**src/rtl/reg_file_pkg.sv**
```systemverilog
// reg_file_pkg: shared state encoding and default sizes for the register file
package reg_file_pkg;
  typedef enum logic {IDLE, CLEAR} clr_state_t;
  localparam int RF_WIDTH = 16;
  localparam int RF_DEPTH = 8;
  localparam int RF_NREAD = 2;
endpackage

```
**src/rtl/reg_file_clear_seq.sv**
```systemverilog
// reg_file_clear_seq: sweeps every array entry to zero after reset or on request
module reg_file_clear_seq import reg_file_pkg::*; #(
  parameter int DEPTH = RF_DEPTH,
  parameter int AW = $clog2(DEPTH)
) (
  input  logic          clk,
  input  logic          rstN,
  input  logic          clearReq,
  output logic          busy,
  output logic          clrWe,
  output logic [AW-1:0] clrAddr
);
  clr_state_t state, nextState;
  logic [AW-1:0] clrPtr, nextPtr;
  always_ff @(posedge clk)
    if (!rstN) begin
      state <= CLEAR;
      clrPtr <= '0;
    end else begin
      state <= nextState;
      clrPtr <= nextPtr;
    end
  always_comb begin
    nextState = state == CLEAR ? (clrPtr == AW'(DEPTH - 1) ? IDLE : CLEAR) : (clearReq ? CLEAR : IDLE);
    nextPtr = state == CLEAR ? clrPtr + 1'b1 : '0;
  end
  always_comb begin
    busy = state == CLEAR;
    clrWe = state == CLEAR;
    clrAddr = clrPtr;
  end
endmodule

```
**src/rtl/reg_file_mp.sv**
```systemverilog
// reg_file_mp: multi-read-port register file with write bypass and clear engine
module reg_file_mp import reg_file_pkg::*; #(
  parameter int WIDTH = RF_WIDTH,
  parameter int DEPTH = RF_DEPTH,
  parameter int AW = $clog2(DEPTH),
  parameter int NREAD = RF_NREAD,
  parameter int ZERO_R0 = 0
) (
  input  logic                   clk,
  input  logic                   rstN,
  input  logic [NREAD*AW-1:0]    readSel,
  output logic [NREAD*WIDTH-1:0] readData,
  input  logic                   writeEn,
  input  logic [AW-1:0]          writeSel,
  input  logic [WIDTH-1:0]       writeData,
  input  logic                   clearReq,
  output logic                   busy,
  output logic                   writeDrop
);
  logic [WIDTH-1:0] mem [DEPTH];
  logic clrWe, wrOk;
  logic [AW-1:0] clrAddr;
  reg_file_clear_seq #(.DEPTH(DEPTH), .AW(AW)) u_clr (
    .clk(clk),
    .rstN(rstN),
    .clearReq(clearReq),
    .busy(busy),
    .clrWe(clrWe),
    .clrAddr(clrAddr)
  );
  always_comb wrOk = rstN && writeEn && !busy && !clearReq && !(ZERO_R0 != 0 && writeSel == '0);
  always_ff @(posedge clk)
    if (rstN && clrWe) mem[clrAddr] <= '0;
    else if (wrOk) mem[writeSel] <= writeData;
  always_ff @(posedge clk)
    if (!rstN) writeDrop <= 1'b0;
    else writeDrop <= writeEn && (busy || clearReq);
  for (genvar k = 0; k < NREAD; k++) begin : g_rd
    logic [AW-1:0] sel;
    assign sel = readSel[k*AW +: AW];
    assign readData[k*WIDTH +: WIDTH] = busy ? '0 :
                                        (ZERO_R0 != 0 && sel == '0) ? '0 :
                                        (wrOk && sel == writeSel) ? writeData : mem[sel];
  end
endmodule

```
**config.mk**
```make
export PLATFORM = sky130hd
export DESIGN_NAME = reg_file_mp
export DESIGN_NICKNAME = d
export VERILOG_FILES = /design/src/rtl/reg_file_pkg.sv /design/src/rtl/reg_file_clear_seq.sv /design/src/rtl/reg_file_mp.sv
export SDC_FILE = /design/constraint.sdc
export NUM_CORES = 1
export LEC_CHECK = 0
export ABC_CLOCK_PERIOD_IN_PS = 3000
export CORE_MARGIN = 5
export CORE_UTILIZATION = 58
export CTS_CLUSTER_DIAMETER = 120
export DETAILED_ROUTE_END_ITERATION = 10
export MAX_ROUTING_LAYER = met4
export PLACE_DENSITY = 0.81
export SYNTH_ARGS = -nofsm -noshare
export SYNTH_HDL_FRONTEND = slang
export SYNTH_HIERARCHICAL = 1
export SYNTH_SLANG_ARGS = --single-unit
```
**constraint.sdc**
```tcl
create_clock -name clk -period 3 [get_ports clk]
set_clock_uncertainty 0.1 [all_clocks]
set_input_delay 0.3 -clock clk [delete_from_list [all_inputs] [get_ports clk]]
set_output_delay 0.3 -clock clk [all_outputs]
set_load 0.01 [all_outputs]
```
==> impl_metrics.csv, run 1 <==
group,metric,value,unit
status,outcome,"completed",
timing,hold_slack,0.369,ns
setup_path,crit_fanout,15,
floorplan,start_util,59.2,%
place,place_congestion,0.835,
finish,n_fill_cell,678,
setup_path,r2r-start,"u_clr/busy",
clock_network,clkLatencyLatePin,0.40,ns
route,first_iter_violations,494,
floorplan,die_height,118,um
synth,ys.flop_type,"edfxtp_1",
route,firstDrtPassIters,4,
clock_network,ctsHoldBuffers,0,
timing,setup_violations,0,
finish,regArea,3940,um2
place,io_buffers,62,
floorplan,core-area,11400,um2
clock_network,path_clk_slew,0.06,ns
finish,antenna_cells,0,
setup_path,worstSetupPathType,"in2out",
synth,syn_area,6730,um2
power,power,4.65,mW
route,dr_total_vias,4636,
global_routing,grt_max_degree,48,
clock_network,cts_resized,10,
run,maxCapViolCount,0,
worst_hold_path,hp-start,"u_clr/clrAddr[0]",
finish,syn2layout_area_growth,24.9,%
clock_network,clk_path_buf_depth,2,
route,avgRoutedWirePerCell,25.7,um
route,drcViolationCount,0,
route,wl_met2,9260,um
synth,synth_nets,487,
finish,fin_cells,691,
finish,nNetsFinal,568,
timing,rsz0062_at_grt,"no",
timing,hold_violations,0,
clock_network,cts_buffers,17,
clock_network,htreeDepth,4,
global_routing,first_global_vias,5028,
route,viasPerCell,6.71,
timing,timing.final.crit_share,98.7,%
floorplan,die_area,13800,um2
synth,ys_warn_count,6,
global_routing,grt_pass1_wl,27500,um
route,wl,17700,um
place,placed_cells,661,
setup_path,cp-end-kind,"output port",
finish,layout-drive-gt1-share,23.0,%
floorplan,rows,39,
clock_network,cts_tree,"built",
clock_network,ctsRootBufferMaster,"clkbuf_16",
finish,multi_input_area,2590,um2
route,ant_nets,0,
power,peakVddDrop,452,uV
setup_path,startpoint,"writeSel[1]",
route,met3WireLength,1440,um
synth,avgSynthCellArea,14.7,um2
place,place_hpwl,11300,um
setup_path,worstPathArrival,2.56,ns
timing,tightest_slew,0.882,ns
timing,slew_viol_final,0,
clock_network,clock_sinks,133,
global_routing,overflow,0,
floorplan,die_w,118,um
global_routing,antenna_found_initial,0,
synth,synth_cells,456,
setup_path,cp-start-kind,"primary input",
route,met1_length,6420,um
synth,synth-seq-cells,133,
finish,final_util,73.9,%
worst_hold_path,hold_class,"reg2reg",
setup_path,worstPathRequired,2.60,ns
global_routing,grtUsageTotal,26.7,%
synth,synth.distinct_cells,34,
synth,synthArstFlopShare,0,%
clock_network,post_cts_buffers,0,
power,power_leakage,3.58,nW
timing,fin_crit,2.96,ns
floorplan,pin_count,63,
synth,synth_enable_flop_cells,128,
timing,slew_headroom,41.0,%
route,top_layer,"met4",
power,power.density,554,nW/um2
timing,clock.fmax,338,MHz
synth,ys_seq_area_share,58.6,%
==> layout by cell type, fill, tap and decap left out, drive strengths merged <==
cell type      Yosys  final
edfxtp           128    128
mux2i             62     62
nor2              43     43
buf               23     40
mux4              34     34
a211oi            32     32
nor3              31     31
o22ai             30     30
dlymetal6s2s       0     29
clkdlybuf4s50      0     26
clkbuf            15     17
and2              17     17
xor2               6      6
bufinv             0      5
dlygate4sd2        0      5
dfxtp              5      5
a31oi              4      4
inv                2      4
nand2              3      3
clkinvlp           0      3
or2                3      3
nor4               3      3
clkinv             0      3
nand2b             2      2
nor4b              2      2
and3               2      2
ha                 2      2
or4                2      2
nand4bb            1      1
a32oi              1      1
o22a               1      1
o211a              1      1
o21ai              1      1
==> synthesized netlist by cell type (all sizes together) (3+ instances only) <==
| cell type | number | area share [%] |
|---|---|---|
| xor2 | 6 | 0.78 |
| o22ai | 30 | 2.8 |
| mux2i | 62 | 9.2 |
| edfxtp | 128 | 57 |
| mux4 | 34 | 11 |
| a31oi | 4 | 0.37 |
| dfxtp | 5 | 1.5 |
| nor3 | 31 | 2.3 |
| nand2 | 3 | 0.17 |
| nor4 | 3 | 0.73 |
| or2 | 3 | 0.28 |
| a211oi | 32 | 3.7 |
| clkbuf | 15 | 0.84 |
| nor2 | 43 | 2.8 |
| and2 | 17 | 1.6 |
| buf | 23 | 2.2 |
==> per-layer routing <==
metal  global-route usage, %  up-vias
li1                        -     2002
met1                    31.5     2319
met2                    43.9      260
met3                    5.77       55
met4                    12.2        0
met5                       -        -
==> power breakdown <==
group / internal [mW] / switching, mW / total (mW)
registers: 2.05 / 0.0164 / 2.07
clock network: 1.47 / 0.767 / 2.23
logic: 0.158 / 0.195 / 0.353
total: 3.67 / 0.978 / 4.65
==> through the flow <==
step	TNS [ns]	area [um2]	worst slack (ns)
finish	0	8400	0.0393
global route	0	8400	0.0121
CTS	-0.00219	8320	-0.00219
detailed placement	-4.12	7670	-0.161
global placement	-1.27	7670	-0.156
floorplan	0	6730	0.369
==> path summary, 6_finish.rpt <==
path | to | slack (ns) | cells after the start
worst max-delay path | readData[31] | 0.04 | 7
worst min-delay path | u_clr/clrAddr[0] | 0.37 | 1
worst max register to register | mem[1][5] | 0.37 | 5
worst min register to register | u_clr/clrAddr[0] | 0.37 | 1
==> critical path, stage by stage <==
cell and delay, ns:
clkdlybuf4s50_1 0.63, xor2_1 0.35, or4_1 0.21, buf_4 0.27, nor2_1 0.07, nor3_1 0.16
clkdlybuf4s50_1 0.57
==> sequential cells by signal, summed over array words and instances (netlist names) <==
register / count
mem: 128
u_clr/clrAddr: 3
u_clr/busy: 1
writeDrop: 1
==> cells by family (layout without fill, tap and decap cells) <==
kind of cell	Yosys count	count (layout)	synth area share, %
simple gates	109	109	8.99
fa+ha+maj	2	2	0.372
buf+inv	40	132	3.18
compound gates	70	70	7.42
xor+xnor	6	6	0.781
flops	133	133	58.6
mux	96	96	20.6
==> cell type report <==
type,count,area share [%]
clock buffers,17,5.07
clock inverters,13,2.46
inverters,2,0.0894
flip-flops and latches,133,47.0
multi-input cells,283,30.9
well taps,143,2.13
repair buffers,100,12.4
Power figures use the tool's default switching activity.
==> run 2: changes to the inputs <==
--- a/config.mk
+++ b/config.mk
@@ -7,12 +7,12 @@
 export LEC_CHECK = 0
 export ABC_CLOCK_PERIOD_IN_PS = 3000
 export CORE_MARGIN = 5
-export CORE_UTILIZATION = 58
+export CORE_UTILIZATION = 64
 export CTS_CLUSTER_DIAMETER = 120
 export DETAILED_ROUTE_END_ITERATION = 10
+export DONT_BUFFER_PORTS = 1
 export MAX_ROUTING_LAYER = met4
-export PLACE_DENSITY = 0.81
+export PLACE_DENSITY = 0.8
 export SYNTH_ARGS = -nofsm -noshare
 export SYNTH_HDL_FRONTEND = slang
-export SYNTH_HIERARCHICAL = 1
 export SYNTH_SLANG_ARGS = --single-unit
==> impl_metrics.csv, run 2 <==
group,metric,value,unit
finish,final_common_cell,"edfxtp_1",
timing,clock.fmax,348,MHz
synth,synth-adder-area-share,0.363,%
power,power.density,559,nW/um2
synth,ys.flop_type,"edfxtp_1",
floorplan,core-area,10700,um2
synth,avgSynthCellArea,15.2,um2
finish,final_util,71.7,%
synth,synth.distinct_cells,32,
setup_path,rr_endpoint,"mem[6][6]",
clock_network,htreeDepth,4,
global_routing,grtUsageTotal,27.9,%
synth,ys_seq_area_share,57.1,%
clock_network,cts_buffers,17,
finish,largest_register,"mem",
global_routing,first_global_vias,4591,
timing,setup_tns,0,ns
clock_network,cts_tree,"built",
finish,largest_reg_flops,128,
worst_hold_path,hold_class,"in2reg",
clock_network,clkLatencyLatePin,0.52,ns
floorplan,rows,38,
synth,synthMuxAreaShare,20.1,%
synth,synth_compound_area_share,8.36,%
clock_network,ctsRootBufferMaster,"clkbuf_8",
route,first_iter_violations,401,
synth,synth_enable_flop_cells,128,
route,ant_nets,0,
run,maxCapViolCount,0,
global_routing,grt_max_degree,49,
power,power_leakage,2.79,nW
timing,setup_violations,0,
power,peakVddDrop,495,uV
floorplan,pin_count,63,
synth,synth_top_family_by_area,"multiplexers",
setup_path,worstPathArrival,2.47,ns
route,viasPerCell,6.91,
setup_path,crit_fanout,17,
floorplan,start_util,64.5,%
setup_path,cp-end-kind,"output port",
route,dr_total_vias,4314,
synth,netlist_top_cells_count,"128 x edfxtp_1, 62 x mux2i_1, 43 x nor2_1",
synth,syn_area,6900,um2
route,avgRoutedWirePerCell,26.6,um
place,place_hpwl,10400,um
route,wl,16600,um
worst_hold_path,holdPathEnd,"mem[2][14]",
synth,synth-seq-cells,133,
synth,ys_warn_count,0,
synth,synthArstFlopShare,0,%
synth,yosysMostFrequentCell,"edfxtp_1",
synth,synth-simple-area-share,9.45,%
timing,rsz0062_at_grt,"no",
status,outcome,"completed",
synth,synth_cells,453,
timing,timing.final.crit_share,95.8,%
clock_network,path_clk_slew,0.06,ns
finish,syn2layout_area_growth,11.1,%
floorplan,die_w,114,um
synth,synth.top_cells.by_area,"edfxtp_1 56%, mux4_2 11%, mux2i_1 9.0%",
finish,antenna_cells,0,
setup_path,worstSetupPathType,"reg2out",
timing,hold_violations,0,
finish,layout_common_cells,"128 x edfxtp_1, 62 x mux2i_1, 43 x nor2_1",
synth,synth_nets,484,
global_routing,overflow,0,
timing,slew_viol_final,0,
timing,tightest_slew,0.799,ns
setup_path,rrSetupSlack,0.68,ns
synth,synth-xor-area-share,0.761,%
worst_hold_path,hp-start,"writeData[14]",
global_routing,antenna_found_initial,0,
worst_hold_path,min_path_cells,1,
timing,slew_headroom,46.8,%
setup_path,cp-start-kind,"flop",
place,io_buffers,0,
floorplan,die_area,13000,um2
setup_path,rr_worst_depth,6,
timing,fin_crit,2.87,ns
floorplan,die_height,114,um
route,drcViolationCount,0,
synth,synth_top_area_cell,"edfxtp_1",
setup_path,r2r-start,"u_clr.busy",
global_routing,grt_pass1_wl,25600,um
route,firstDrtPassIters,5,
clock_network,clock_sinks,133,
finish,layout-drive-gt1-share,28.3,%
finish,nNetsFinal,502,
place,place_congestion,0.818,
clock_network,clk_path_buf_depth,2,
synth,yosysTopAreaCellShare,55.7,%
setup_path,worstPathRequired,2.60,ns
run 2: how the worst max path moves through the flow:
stage	start	endpoint	depth (start not counted)
2_1_floorplan	u_clr.busy	mem[1][0]	5
3_3_place_gp	u_clr.busy	readData[30]	5
3_5_place_dp	u_clr.busy	readData[14]	5
4_1_cts	u_clr.busy	readData[14]	5
5_1_grt	u_clr.busy	readData[30]	5
6_report	u_clr.busy	readData[30]	5
run 2: where the power goes:
part	total, mW	leakage [nW]	internal [mW]	switching, mW
Sequential	2.07	1.41	2.05	0.0180
Combinational	0.234	1.11	0.121	0.113
Clock	1.98	0.271	1.25	0.734
run 2: metal layers:
layer | wire length, um | global-route usage, %
met5 | 0 | -
met4 | 241 | 9.50
met3 | 1520 | 7.27
met2 | 8730 | 45.8
met1 | 6110 | 34.1
run 2: kinds of logic (layout without fill, tap and decap cells):
group,Yosys count,count (layout)
AOI/OAI and AO/OA,69,69
buffers and inverters,39,70
muxes,96,96
DFF,133,133
and+or+nand+nor,108,108
adders and majority gates,2,2
xor gates and xnor gates,6,6
run 2: worst max-delay path, stage by stage, from the launching register on:
cell	delay [ns]
dfxtp_2	0.32
and4bb_1	0.25
buf_4	0.22
nand4_2	0.58
a211oi_1	0.41
buf_4	0.16
run 2: cell type report:
| type | count | area [um2] |
|---|---|---|
| Multi-Input combinational cell | 281 | 2700 |
| Clock buffer | 20 | 425 |
| Inverter | 2 | 7.51 |
| Clock inverter | 12 | 136 |
| Fill cell | 705 | 3030 |
| Sequential cell | 133 | 3950 |
| Timing Repair Buffer | 36 | 280 |
| Tap cell | 140 | 175 |
run 2: per-stage QoR:
| stage | hold slack, ns | instances | power [mW] | area [um2] | worst slack (ns) |
|---|---|---|---|---|---|
| 6_report | 0.0609 | 624 | 4.29 | 7670 | 0.127 |
| 5_1_grt | 0.0576 | 624 | 4.40 | 7670 | 0.00333 |
| 4_1_cts | 0.0437 | 624 | 4.30 | 7660 | 0.106 |
| 3_5_place_dp | 0.266 | 588 | 2.33 | 7060 | 0.671 |
| 3_3_place_gp | 0.264 | 588 | 2.32 | 7060 | 0.738 |
| 2_1_floorplan | 0.262 | 453 | 2.33 | 6900 | 0.653 |
run 2: timing repair:
item,CTS,global route
setup buffers,0,0
gates resized for setup,0,1
hold buffers,4,0
endpoints found under the setup margin,0,1
hold endpoints to repair,5,0
